`config.mk`:
```
export PLATFORM = sky130hd
export DESIGN_NAME = jtpopeye_vbdma
export DESIGN_NICKNAME = d
export VERILOG_FILES = /design/src/rtl/jtpopeye_vbdma.sv
export SDC_FILE = /design/constraint.sdc
export NUM_CORES = 1
export LEC_CHECK = 0
export BUFFER_PORTS_ARGS = -buffer_cell sky130_fd_sc_hd__buf_4
export CAP_MARGIN = 20
export CORE_UTILIZATION = 25
export CTS_CLUSTER_DIAMETER = 50
export DETAILED_ROUTE_END_ITERATION = 16
export PLACE_DENSITY_LB_ADDON = 0.12
export SLEW_MARGIN = 20
export SYNTH_ARGS = -nofsm -noshare
export SYNTH_HDL_FRONTEND = slang
export SYNTH_SLANG_ARGS = --single-unit
```
`constraint.sdc`:
```
create_clock -name clk -period 3.8 [get_ports clk]
set_input_delay 0.76 -clock clk [delete_from_list [all_inputs] [get_ports clk]]
set_output_delay 0.76 -clock clk [all_outputs]
set_load 0.02 [all_outputs]
```
`src/rtl/jtpopeye_vbdma.sv`:
```
// rtl/jtpopeye_vbdma.sv - vertical-blank DMA packing CPU RAM bytes into object buffer words
// Optional feature macro: VBDMA_DOUBLE_EN (double-buffered destination, bank bit as dst_addr MSB)
module jtpopeye_vbdma #(
  parameter int AW    = 10,
  parameter int LEN   = 768,
  parameter int WORDB = 4,
  parameter int DAW   = 8
) (
  input  logic               clk,
  input  logic               rst_n,
  input  logic               cen,
  input  logic               VB,
  input  logic               enable,
  output logic               busrq_n,
  input  logic               busak_n,
  output logic [AW-1:0]      src_addr,
  output logic               src_cs,
  input  logic [7:0]         src_din,
`ifdef VBDMA_DOUBLE_EN
  output logic [DAW:0]       dst_addr,
`else
  output logic [DAW-1:0]     dst_addr,
`endif
  output logic [8*WORDB-1:0] dst_data,
  output logic               dst_we,
  output logic               dst_bank,
  output logic               busy,
  output logic               done
);
  // byte counter needs one extra bit so LEN = 2^AW still fits
  localparam int BCW = AW + 1;
  localparam int LW  = (WORDB > 1) ? $clog2(WORDB) : 1;

  typedef enum logic [1:0] {IDLE, REQ, XFER, REL} state_t;

  state_t             state, state_nx;
  logic               vb_l;
  logic [BCW-1:0]     byte_cnt;
  logic [BCW-1:0]     fetch_cnt;
  logic [LW-1:0]      lane;
  logic [8*WORDB-1:0] wbuf;
  logic [8*WORDB-1:0] word_nx;
  logic [DAW-1:0]     word_cnt;
  logic               complete;
  logic               cap;
  logic               last_cap;
  logic               abort;

  assign busrq_n = !(state == REQ || state == XFER);
  assign busy    = (state != IDLE);

  // State register, advances only on pixel-rate enables
  always_ff @(posedge clk or negedge rst_n) begin
    if (!rst_n)   state <= IDLE;
    else if (cen) state <= state_nx;
  end

  // Next state plus capture/abort decode; a byte arrives when the previous fetch was granted
  always_comb begin
    state_nx  = state;
    cap       = src_cs && !busak_n;
    last_cap  = cap && (byte_cnt == BCW'(LEN - 1));
    abort     = (state == XFER) && !VB && !last_cap;
    fetch_cnt = cap ? byte_cnt + BCW'(1) : byte_cnt;
    case (state)
      IDLE: if (VB && !vb_l && enable) state_nx = REQ;
      REQ:  if (!VB) state_nx = REL;
            else if (!busak_n) state_nx = XFER;
      XFER: if (!VB || last_cap) state_nx = REL;
      REL:  state_nx = IDLE;
      default: state_nx = IDLE;
    endcase
  end

  // Merge the incoming byte into its lane of the word under construction
  always_comb begin
    word_nx = wbuf;
    for (int i = 0; i < WORDB; i++) begin
      if (lane == LW'(i)) word_nx[8*i +: 8] = src_din;
    end
  end

  // Fetch pipeline, byte packing, word writes, completion and bank flip
  always_ff @(posedge clk or negedge rst_n) begin
    if (!rst_n) begin
      vb_l     <= 1'b0;
      src_addr <= '0;
      src_cs   <= 1'b0;
      byte_cnt <= '0;
      lane     <= '0;
      wbuf     <= '0;
      word_cnt <= '0;
      dst_addr <= '0;
      dst_data <= '0;
      dst_we   <= 1'b0;
      dst_bank <= 1'b0;
      done     <= 1'b0;
      complete <= 1'b0;
    end else begin
      dst_we <= 1'b0;
      done   <= 1'b0;
      if (cen) begin
        vb_l <= VB;
        case (state)
          REQ: begin
            if (state_nx == XFER) begin
              src_addr <= '0;
              src_cs   <= 1'b0;
              byte_cnt <= '0;
              lane     <= '0;
              wbuf     <= '0;
              word_cnt <= '0;
              complete <= 1'b0;
            end
          end
          XFER: begin
            if (abort) begin
              // partial word is dropped; bank stays on the last complete list
              src_cs <= 1'b0;
              lane   <= '0;
              wbuf   <= '0;
            end else if (busak_n) begin
              // bus lost: in-flight byte is not taken, its address is reissued later
              src_cs <= 1'b0;
            end else begin
              if (cap) begin
                byte_cnt <= byte_cnt + BCW'(1);
                if (lane == LW'(WORDB - 1) || last_cap) begin
                  dst_we   <= 1'b1;
                  dst_data <= word_nx;
`ifdef VBDMA_DOUBLE_EN
                  dst_addr <= {~dst_bank, word_cnt};
`else
                  dst_addr <= word_cnt;
`endif
                  word_cnt <= word_cnt + DAW'(1);
                  lane     <= '0;
                  wbuf     <= '0;
                end else begin
                  lane <= lane + LW'(1);
                  wbuf <= word_nx;
                end
              end
              if (last_cap) begin
                src_cs   <= 1'b0;
                complete <= 1'b1;
              end else begin
                src_cs   <= 1'b1;
                src_addr <= fetch_cnt[AW-1:0];
              end
            end
          end
          REL: begin
            if (complete) begin
              done <= 1'b1;
`ifdef VBDMA_DOUBLE_EN
              dst_bank <= ~dst_bank;
`endif
            end
            complete <= 1'b0;
          end
          default: ;
        endcase
      end
    end
  end
endmodule

```
Yosys cells after proc, flatten, opt, wreduce, memory -nomap -nowiden
Index checks and enable logic that the tools add are counted.
- register bits: 110
- word-level logic and storage cells: 118
- multiplexer cells: 55
- reductions and logical operators: 27
- add/sub/neg operators: 3
- equal/unequal tests: 17
- bitwise gates (word level): 2
- operators by type and width (operator ; number):
    32-bit two-way mux ; 5
    8-bit two-way mux ; 9
    32-bit one-hot mux with 2 select lines ; 1
    11-bit two-way mux ; 4
    10-bit two-way mux ; 4
    6-bit AND reduction ; 4
    11-bit one-hot mux with 2 select lines ; 1
    10-bit one-hot mux with 2 select lines ; 1
    2-bit two-way mux ; 9
    1-bit two-way mux ; 16
    8-bit one-hot mux with 2 select lines ; 1
    11-bit by 1-bit adder with 11-bit output, second input constant ; 1
    11-bit by 10-bit equality test with 1-bit output, second input constant ; 1
    2-bit equality test, second input constant ; 5
    2-bit inequality test, second input constant ; 5
    5-bit AND reduction ; 2
    8-bit by 1-bit adder with 8-bit output, second input constant ; 1
    2-bit one-hot mux with 4 select lines ; 1
    7-bit AND reduction ; 1
    1-bit logical AND ; 6
    3-bit inequality test, second input constant ; 2
    1-bit logical NOT ; 5
    2-bit by 1-bit equality test with 1-bit output, second input constant ; 2
    2-bit logical NOT ; 2
    other kinds (10) ; 15

Depth between registers and ports, before layout
Gate-level depths: netlist of the first run.
- depth after elaboration: 10
- mapped depth: 10

Least setup slack after synthesis of the first run
No wires, ideal clock.
- path kind: input to register
- from: in busak_n
- to: reg dst_addr[6]
- buffers on the path: 2
- slack: 1323 ps
- data required time: 3675 ps
- stages: 7
- arrival time: 2352 ps
- setup time: 125 ps
- cell sequence: and4b_4 and4_4 buf_6 o21ai_2 nor2_2 buf_4 mux2_2
- word-level cells in the longest chain between the ends: 7
- elaborated cells between the ends (all ways): 9
- those cells by class: bitwise (2); reduce/logical (7)
- ends and longest elaborated chain (element ; line ; source):
    from (decl) ; 15 ; input logic busak_n,
    1-bit logical NOT ; n/a ;
    1-bit logical AND ; 61 ; cap = src_cs && !busak_n;
    1-bit logical AND ; 62 ; last_cap = cap && (byte_cnt == BCW'(LEN - 1));
    1-bit logical NOT ; 63 ; abort = (state == XFER) && !VB && !last_cap;
    1-bit logical AND ; 63 ;
    1-bit inverter (no source line) ; n/a ;
    6-bit AND reduction (no source line) * ; n/a ;
    to (signal assigned) ; 134 ; dst_addr <= word_cnt;
    to (decl) ; 22 ; output logic [DAW-1:0] dst_addr,
Every way passes the cells marked *; elsewhere a longest branch is shown, timed or not.
A chain may end at the register's enable or synchronous reset.

Worst setup path after layout of the first run
- from: reg state[0]
- to: reg wbuf[18]
- word-level cells in the longest chain between the ends: 6
- elaborated cells between the ends (all ways): 19
- those cells by class: eq/ne (7); mux (7); reduce/logical (5)
- ends and longest elaborated chain (element ; line ; source):
    from (decl) ; 36 ; state_t state, state_nx;
    from (signal assigned) ; 55 ; else if (cen) state <= state_nx;
    2-bit two-way mux ; 68 ; else if (!busak_n) state_nx = XFER;
    2-bit two-way mux ; 67 ; REQ: if (!VB) state_nx = REL;
    2-bit one-hot mux with 4 select lines ; 65 ; case (state)
    2-bit equality test ; 106 ; if (state_nx == XFER) begin
    2-bit by 1-bit inequality test with 1-bit output (no source line) ; n/a ;
    5-bit AND reduction (no source line) ; n/a ;
    to (signal assigned) ; 141 ; wbuf <= word_nx;
    to (decl) ; 41 ; logic [8*WORDB-1:0] wbuf;
Parallel ways exist; a longest one is shown, timed or not.

==> results.cfg, run 1 <==
[hold_path]
hold_class = register to register

[sta]
period_minus_slack_ns = 2.985
hold_viol_final = 0
period_share_pct = 78.55
relSlewSlack_pct = 39.92
worstMarginPinSlew_ns = 0.9012
skew_ns = 0.009404
grt_setup_unrepaired = false
max_freq_mhz = 335.0
tns_ns = 0
setup_violations = 0
drv_slew = 0

[logic_synthesis]
synthesis.area_um2 = 5209
synth_edf_count = 0
synthAdderAreaFrac_pct = 2.642
ys_seq_elements = 110
syn_avg_cell_area_um2 = 10.78
synth-main-ff-cell = dfrtp_1
synth_warnings = 1
synth_compound_area_share_pct = 16.02
synth_top_family_by_area = compound AO/OA/AOI/OAI gates
syn-num-nets = 508
yosysTopAreaCellShare_pct = 52.85
syn_inst = 483
synth.area.top_cells = dfrtp_1 53%, mux2i_1 6.5%, a22o_1 4.0%
async_flop_share_pct = 100.0
synth.area.mux_share_pct = 8.912
ys_seq_area_share_pct = 52.85
synth_top_cell_by_area = dfrtp_1
synth-simple-area-share_pct = 14.68
synth_cell_types = 62
synth-xor-area-share_pct = 1.345

[routing]
drc = 0
firstDrtPassIters = 4
wl_per_cell_um = 16.36
wl_um = 13400
met1_length_um = 7024
viasPerCell = 4.674
route.met3.wl_um = 516
vias = 3828
drt_iter0_drc = 197
routed.top_layer = met4
postRouteAntennaNets = 0
wl_met2_um = 5691

[grt]
track_usage_pct = 13.23
grt_pass1_vias = 3769
grt_max_degree = 66
antenna_found_initial = 0
grt_pass1_wl_um = 22060
grt_overflow = 0

[critical_path]
cp_slowest_stage_delay_ns = 0.47
cp-end-kind = register
cp_slowest_cell = nor2_1
worstPathRequired_ns = 4.05
crit_chain = inv_1, ha_1, and4b_1, o31ai_1, o2111ai_1, nor2_1, o21ai_1, a22o_1
startpoint_type = register
cp_max_fo = 10
worstPathArrival_ns = 3.23
critPathKind = register to register

[floorplanning]
design.die.area_um2 = 21420
boundaryPins = 70
initial_core_util_pct = 25.66
rows = 52
die_y_um = 146.3
coreArea_um2 = 20300
fp.dieW_um = 146.3

[power]
peakVddDrop_mv = 0.2994
power.density_nw_per_um2 = 518.5
leakage_nw = 2.909

[cells_and_area]
area_growth_syn_to_layout_pct = 20.71
fillers = 2079
nets = 569
n_antenna_cell = 0
fin_util_pct = 30.97
drive_above_1_share_pct = 20.77

[clock_tree]
cts_resized = 0
root_buffer = clkbuf_16
cts_tree = done
post-cts-setup-buffers = 0
cts_buffer_depth = 2
cts_hold_buffers = 0
path_clk_slew_ns = 0.08
htreeDepth = 3
clkLatencyLatePin_ns = 0.36
numCtsBuffers = 9
clock-sinks = 110

[job]
cap_violations = 0

[place]
port_buffers = 68
gp_congestion = 0.7542
dp_hpwl_um = 9024

[run_status]
status = completed
## cell type report
class,count,area (um^2),share of cell area [%]
Clock inverter,5,53.80,0.8557
Clock buffer,11,242.7,3.861
Tap cell,270,337.8,5.373
Sequential cell,110,2753,43.78
Multi-Input combinational cell,336,2280,36.26
Inverter,12,45.04,0.7164
Timing Repair Buffer,75,575.6,9.154
## kinds of logic (layout without fill, tap and decap cells)
kind of cell             after synthesis  in the layout
XOR/XNOR                               8              8
other                                  1              1
flip-flops                           110            110
AND/OR/NAND/NOR                      146            146
multiplexers                          45             45
buffers and inverters                 37            103
AO/OA/AOI/OAI                        125            125
adder cells (fa/ha/maj)               11             11
## path summary, 6_finish.rpt
path / cells after the start / endpoint / startpoint / slack (ns)
setup / recovery: 8 / wbuf[18]$_DFFE_PN0P_ / state[0]$_DFFE_PN0P_ / 0.82
hold / removal: 2 / src_addr[4]$_DFFE_PN0P_ / src_addr[4]$_DFFE_PN0P_ / 0.48
setup reg to reg: 8 / wbuf[18]$_DFFE_PN0P_ / state[0]$_DFFE_PN0P_ / 0.82
hold reg to reg: 2 / src_addr[4]$_DFFE_PN0P_ / src_addr[4]$_DFFE_PN0P_ / 0.48
max in group asynchronous: 2 / wbuf[8]$_DFFE_PN0P_ / rst_n / 2.52
min in group asynchronous: 1 / done$_DFF_PN0_ / rst_n / 0.53
## routing by layer
metal | vias to the layer above | global-route usage [%]
met5 | - | 0
met4 | 0 | 4.896
met1 | 1866 | 20.31
li1 | 1865 | -
met2 | 87 | 18.17
met3 | 10 | 2.375
## per-stage QoR
stage / instances / total power (W) / worst slack, ns / hold slack [ns] / cell area (um^2)
final: 819 / 0.003260 / 0.8151 / 0.4790 / 6287
after floorplan: 483 / 0.002012 / 1.323 / 0.4543 / 5209
after CTS: 819 / 0.003309 / 0.7986 / 0.4870 / 6287
after detailed placement: 803 / 0.002340 / 0.7921 / 0.4696 / 5991
after global routing: 819 / 0.003463 / 0.4606 / 0.5172 / 6287
after global placement: 803 / 0.002325 / 0.8884 / 0.4633 / 5991
## power breakdown
part	switching [W]	total, W	internal (W)
Combinational	0.000644	0.000980	0.000336
Clock	0.000478	0.000958	0.000479
Sequential	0.0000727	0.00132	0.00125
## state kept, by name, summed over array words and instances, names as in the netlist, 2 cells and up
name	cells
word_cnt	8
wbuf	32
dst_data	32
dst_addr	8
byte_cnt	11
state	2
lane	2
src_addr	10
## critical path: cells and delay by family, from the launching register on
kind | cells | cell delay [ns]
compound gates | 4 | 1.24
simple gates | 2 | 0.71
flops | 1 | 0.43
fa+ha+maj | 1 | 0.33
buf+inv | 1 | 0.14
## cells in the mapped netlist (2+ instances only)
cell,count
dfrtp_1,110
nor2_1,44
a21oi_1,40
nand2_1,35
mux2i_1,34
a22o_1,24
o21ai_0,23
o31ai_1,14
nand3_1,13
ha_1,11
inv_1,11
mux2_2,11
nor2b_1,11
buf_2,10
and3_1,6
buf_4,6
o21ai_1,5
xnor2_1,5
buf_1,4
clkbuf_1,4
nand4_1,4
nor3_1,4
and2_1,3
or4_1,3
xor2_1,3
a211oi_1,2
and4_1,2
nand2b_1,2
o2111ai_1,2
o21a_1,2
o41ai_1,2
or2_2,2
or3_1,2
## cells in the final DEF, fill, tap and decap left out, drive strengths merged, types with 2 or more instances in the layout
master     n
o31ai     14
clkbuf    11
xnor2      5
and2       4
xor2       3
dfrtp    110
or2        4
inv       13
and3       7
a211oi     2
or4        3
o41ai      2
a21oi     40
or3        2
a22o      24
mux2i     34
nor2      45
nand2     36
nand4      5
o21ai     29
ha        11
and4       3
o2111ai    3
mux2      11
nand2b     2
o21a       2
nor2b     11
clkinv     4
and4b      2
nand3     15
nor3       4
buf       75
(Power assumes the default switching activity.)
==> run 2, diff against run 1 <==
- clock period: 3.8 -> 2.4 ns (I/O delays scaled with it)
==> results.cfg, run 2 (synthesized netlist as in run 1, its figures left out) <==
[run_status]
status = completed

[cells_and_area]
n_antenna_cell = 0
layout_common_cells = 110 x dfrtp_1, 105 x buf_4, 44 x nor2_1, 40 x a21oi_1, 35 x nand2_1
fin_cells = 855
drive_above_1_share_pct = 27.86
reg.largest.list = dst_data: 32 flops, wbuf: 32 flops, byte_cnt: 11 flops
fin_util_pct = 32.91
final_common_cell = dfrtp_1
fillers = 2056
nets = 605
area_growth_syn_to_layout_pct = 28.25

[place]
port_buffers = 68
gp_congestion = 0.7710
place_inst = 835
dp_hpwl_um = 9760
place_ws_ns = -0.04301

[clock_tree]
root_buffer = clkbuf_16
cts_hold_buffers = 0
path_clk_slew_ns = 0.08
htreeDepth = 3
cts_buffer_depth = 2
numCtsBuffers = 9
clkLatencyLatePin_ns = 0.36
clock-sinks = 110
cts_tree = done

[power]
peakVddDrop_mv = 0.5778
finalPower_w = 0.005544
leakage_nw = 3.102
power.density_nw_per_um2 = 829.9

[critical_path]
crit_chain = inv_1, ha_1, and4b_1, o31ai_2, and3_4, nand2_4, or2_4, o41ai_1
cp_max_fo = 9
startpoint_type = register
cp_slowest_stage_delay_ns = 0.35
critPathKind = register to register
worstPathRequired_ns = 2.65
cp-end-kind = register
cp_slowest_cell = dfrtp_1
worstPathArrival_ns = 2.58

[sta]
period_minus_slack_ns = 2.328
max_freq_mhz = 429.5
skew_ns = 0.01088
setup_violations = 0
period_share_pct = 97.02
relSlewSlack_pct = 65.68
worstMarginPinSlew_ns = 0.5121
worst_slack_ns = 0.07160
hold_viol_final = 0
grt_setup_unrepaired = true
drv_slew = 0

[hold_path]
hold_class = input port to asynchronous set/reset pin

[floorplanning]
rows = 52
initial_core_util_pct = 25.66
design.die.area_um2 = 21420
die_y_um = 146.3
boundaryPins = 70
coreArea_um2 = 20300
fp.dieW_um = 146.3

[routing]
wl_um = 13720
drt_iter0_drc = 283
drc = 0
vias = 3983
firstDrtPassIters = 6
viasPerCell = 4.658
wl_per_cell_um = 16.05
postRouteAntennaNets = 0

[grt]
grt_overflow = 0
antenna_found_initial = 0
track_usage_pct = 13.44
grt_max_degree = 48
grt_pass1_wl_um = 22580
grt_pass1_vias = 4083

[job]
cap_violations = 0
==> run 2: cell count changes in the layout (fill, tap and decap cells not counted), moves of 2 or more <==
cell | previous run | this run
o21ai_0 | 23 | 21
buf_4 | 74 | 105
clkbuf_8 | 1 | 3
and3_4 | 0 | 3
ha_2 | 0 | 2
o31ai_2 | 0 | 2
and3_1 | 6 | 2
ha_1 | 11 | 9
o21ai_2 | 1 | 3
o31ai_1 | 14 | 12
buf_12 | 1 | 5
==> run 2: timing repair <==
item / CTS / global route
setup endpoints to repair: 29 / 44
resized for setup: 2 / 18
pin swaps: 0 / 2
buffers inserted: 0 / 4
cloned: 0 / 0
==> run 2: area by class of cell <==
cell class / instances / area [um^2] / area share (%)
sequential: 110 / 2753 / 41.21
timing repair buffer: 111 / 899.6 / 13.47
multi-input combinational: 336 / 2342 / 35.06
clock inverter: 4 / 36.28 / 0.5432
clock buffer: 12 / 266.5 / 3.990
inverter: 12 / 45.04 / 0.6743
tap: 270 / 337.8 / 5.057
==> run 2: per-stage QoR <==
step / area, um^2 / TNS [ns] / hold WS (ns)
3_5_place_dp: 6281 / -0.4082 / 0.4471
6_report: 6680 / 0 / 0.04102
3_3_place_gp: 6281 / -0.007904 / 0.4385
5_1_grt: 6680 / -0.4196 / 0.06943
2_1_floorplan: 5209 / 0 / 0.1844
4_1_cts: 6594 / 0 / 0.05589
==> run 2: critical path, delay by kind of cell (launching register included) <==
family,cells,cell delay (ns)
and+or+nand+nor,4,0.94
AOI/OAI and AO/OA,2,0.59
adders and majority gates,1,0.27
DFF,1,0.35
buffers and inverters,1,0.08
==> run 2: power breakdown <==
| part | switching (W) | internal (W) | total [W] |
|---|---|---|---|
| sequential | 0.0000921 | 0.00198 | 0.00207 |
| combinational | 0.00115 | 0.000784 | 0.00193 |
| clock | 0.000734 | 0.000805 | 0.00154 |
==> run 2: final timing paths <==
kind	startpoint	endpoint	slack [ns]	cells past startpoint
max	state[0]$_DFFE_PN0P_	byte_cnt[4]$_DFFE_PN0P_	0.07	8
min	rst_n	done$_DFF_PN0_	0.04	1
max reg2reg	state[0]$_DFFE_PN0P_	byte_cnt[4]$_DFFE_PN0P_	0.07	8
min reg2reg	src_addr[7]$_DFFE_PN0P_	src_addr[7]$_DFFE_PN0P_	0.48	2
max in group asynchronous	rst_n	wbuf[14]$_DFFE_PN0P_	1.74	2
min in group clk	src_din[1]	wbuf[17]$_DFFE_PN0P_	0.43	2
==> run 2: routing by layer <==
layer  global-route usage (%)  vias up  share of wire, %
met5                        0        -                 0
met4                    5.104        0               1.6
met3                    2.375       14               4.2
met2                    19.05       91                42
met1                    20.11     1938                53
li1                         -     1940                 -
==> run 3, diff against run 2 <==
- CORE_UTILIZATION: 25 -> 50
==> results.cfg, run 3 (synthesized netlist as in run 1, its figures left out) <==
[sta]
max_freq_mhz = 448.2
period_minus_slack_ns = 2.231
relSlewSlack_pct = 60.60
skew_ns = 0.005272
hold_viol_final = 0
worstMarginPinSlew_ns = 0.5909
whs_ns = 0.1046
period_share_pct = 92.96
drv_slew = 0
worst_slack_ns = 0.1690
setup_violations = 0

[floorplanning]
rows = 36
initial_core_util_pct = 52.33
design.die.area_um2 = 10830
coreArea_um2 = 9955
boundaryPins = 70
fp.dieW_um = 104.1
die_y_um = 104.1

[hold_path]
hold_class = input port to asynchronous set/reset pin

[grt]
grt_max_degree = 46
met3_usage_pct = 3.947
grt_pass1_wl_um = 18950
antenna_found_initial = 0
busiest_layer = met1
track_usage_pct = 22.19
grt_overflow = 0
met1_usage_pct = 34.43
grt_pass1_vias = 3627
grt_util_met2_pct = 32.24

[cells_and_area]
drive_above_1_share_pct = 27.32
layout_common_cells = 110 x dfrtp_1, 103 x buf_4, 44 x nor2_1, 40 x a21oi_1, 35 x nand2_1
stdcell_area_um2 = 6419
area_growth_syn_to_layout_pct = 23.23
final_common_cell = dfrtp_1
fillers = 802
seq_area_um2 = 2753
n_antenna_cell = 0
multi_input_area_um2 = 2349
nets = 603
reg.largest.list = dst_data: 32 flops, wbuf: 32 flops, byte_cnt: 11 flops

[place]
port_buffers = 68
dp_hpwl_um = 8142
place_ws_ns = 0.006869
placed_area_um2 = 6052
gp_congestion = 0.8519

[power]
peakVddDrop_mv = 0.5736
power.density_nw_per_um2 = 816.5
leakage_nw = 3.062
finalPower_w = 0.005241

[run_status]
status = completed

[routing]
firstDrtPassIters = 4
viasPerCell = 5.536
vias = 3958
wl_per_cell_um = 16.21
postRouteAntennaNets = 0
wl_um = 11590
drt_iter0_drc = 202
drc = 0

[critical_path]
critPathTopFamily = compound AO/OA/AOI/OAI gates
worstPathArrival_ns = 2.51
critPathBufInv = 2
cp_slowest_cell = a2111o_1
startpoint_type = register
cp_slowest_stage_delay_ns = 0.46
cp_max_fo = 6
crit_chain = buf_4, ha_2, a2111o_1, o2111ai_4, buf_6, nand4_4, or2_1, o31ai_1
cp-end-kind = register
worstPathRequired_ns = 2.68
critPathKind = register to register

[clock_tree]
path_clk_slew_ns = 0.10
cts_hold_buffers = 0
clock-sinks = 110
numCtsBuffers = 9
cts_buffer_depth = 2
root_buffer = clkbuf_8
cts_tree = done
clkLatencyLatePin_ns = 0.37
htreeDepth = 3

[job]
cap_violations = 0
run 3: routing by layer:
metal	vias up	part of all wire [%]	wire length, um
met4	0	0.69	80
li1	1934	-	-
met2	89	44	5106
met5	-	0	0
met3	7	4.0	468
met1	1928	51	5937
run 3: worst paths after layout:
path / start / endpoint / slack, ns / cells after the start
min: rst_n / src_addr[8]$_DFFE_PN0P_ / 0.10 / 1
max: state[1]$_DFFE_PN0P_ / word_cnt[6]$_DFFE_PN0P_ / 0.17 / 8
min reg2reg: src_addr[2]$_DFFE_PN0P_ / src_addr[2]$_DFFE_PN0P_ / 0.49 / 1
min in group clk: src_din[2] / wbuf[18]$_DFFE_PN0P_ / 0.41 / 2
max in group asynchronous: rst_n / wbuf[28]$_DFFE_PN0P_ / 1.60 / 2
max reg2reg: state[1]$_DFFE_PN0P_ / word_cnt[6]$_DFFE_PN0P_ / 0.17 / 8
run 3: layout make-up:
type / count / area share [%]
Sequential cell: 110 / 42.88
Multi-Input combinational cell: 336 / 36.59
Timing Repair Buffer: 109 / 13.65
Tap cell: 133 / 2.593
Clock buffer: 11 / 2.359
Clock inverter: 4 / 1.228
Inverter: 12 / 0.7018
run 3: report_power, final:
part           internal [W]  switching [W]
combinational      0.000776        0.00111
clock              0.000647       0.000637
sequential          0.00198      0.0000886
run 3: per-stage QoR:
step           TNS (ns)  util (%)  std cells
4_1_cts               0     63.16        707
5_1_grt        -0.01156     64.48        715
6_report              0     64.48        715
3_3_place_gp          0     60.80        692
2_1_floorplan         0         -        483
3_5_place_dp          0     60.80        692
run 3: repair_timing:
item / in CTS / in global routing
setup buffers: 0 / 8
gates resized for setup: 1 / 18
setup endpoints to repair: 5 / 51
pin swaps: 0 / 2
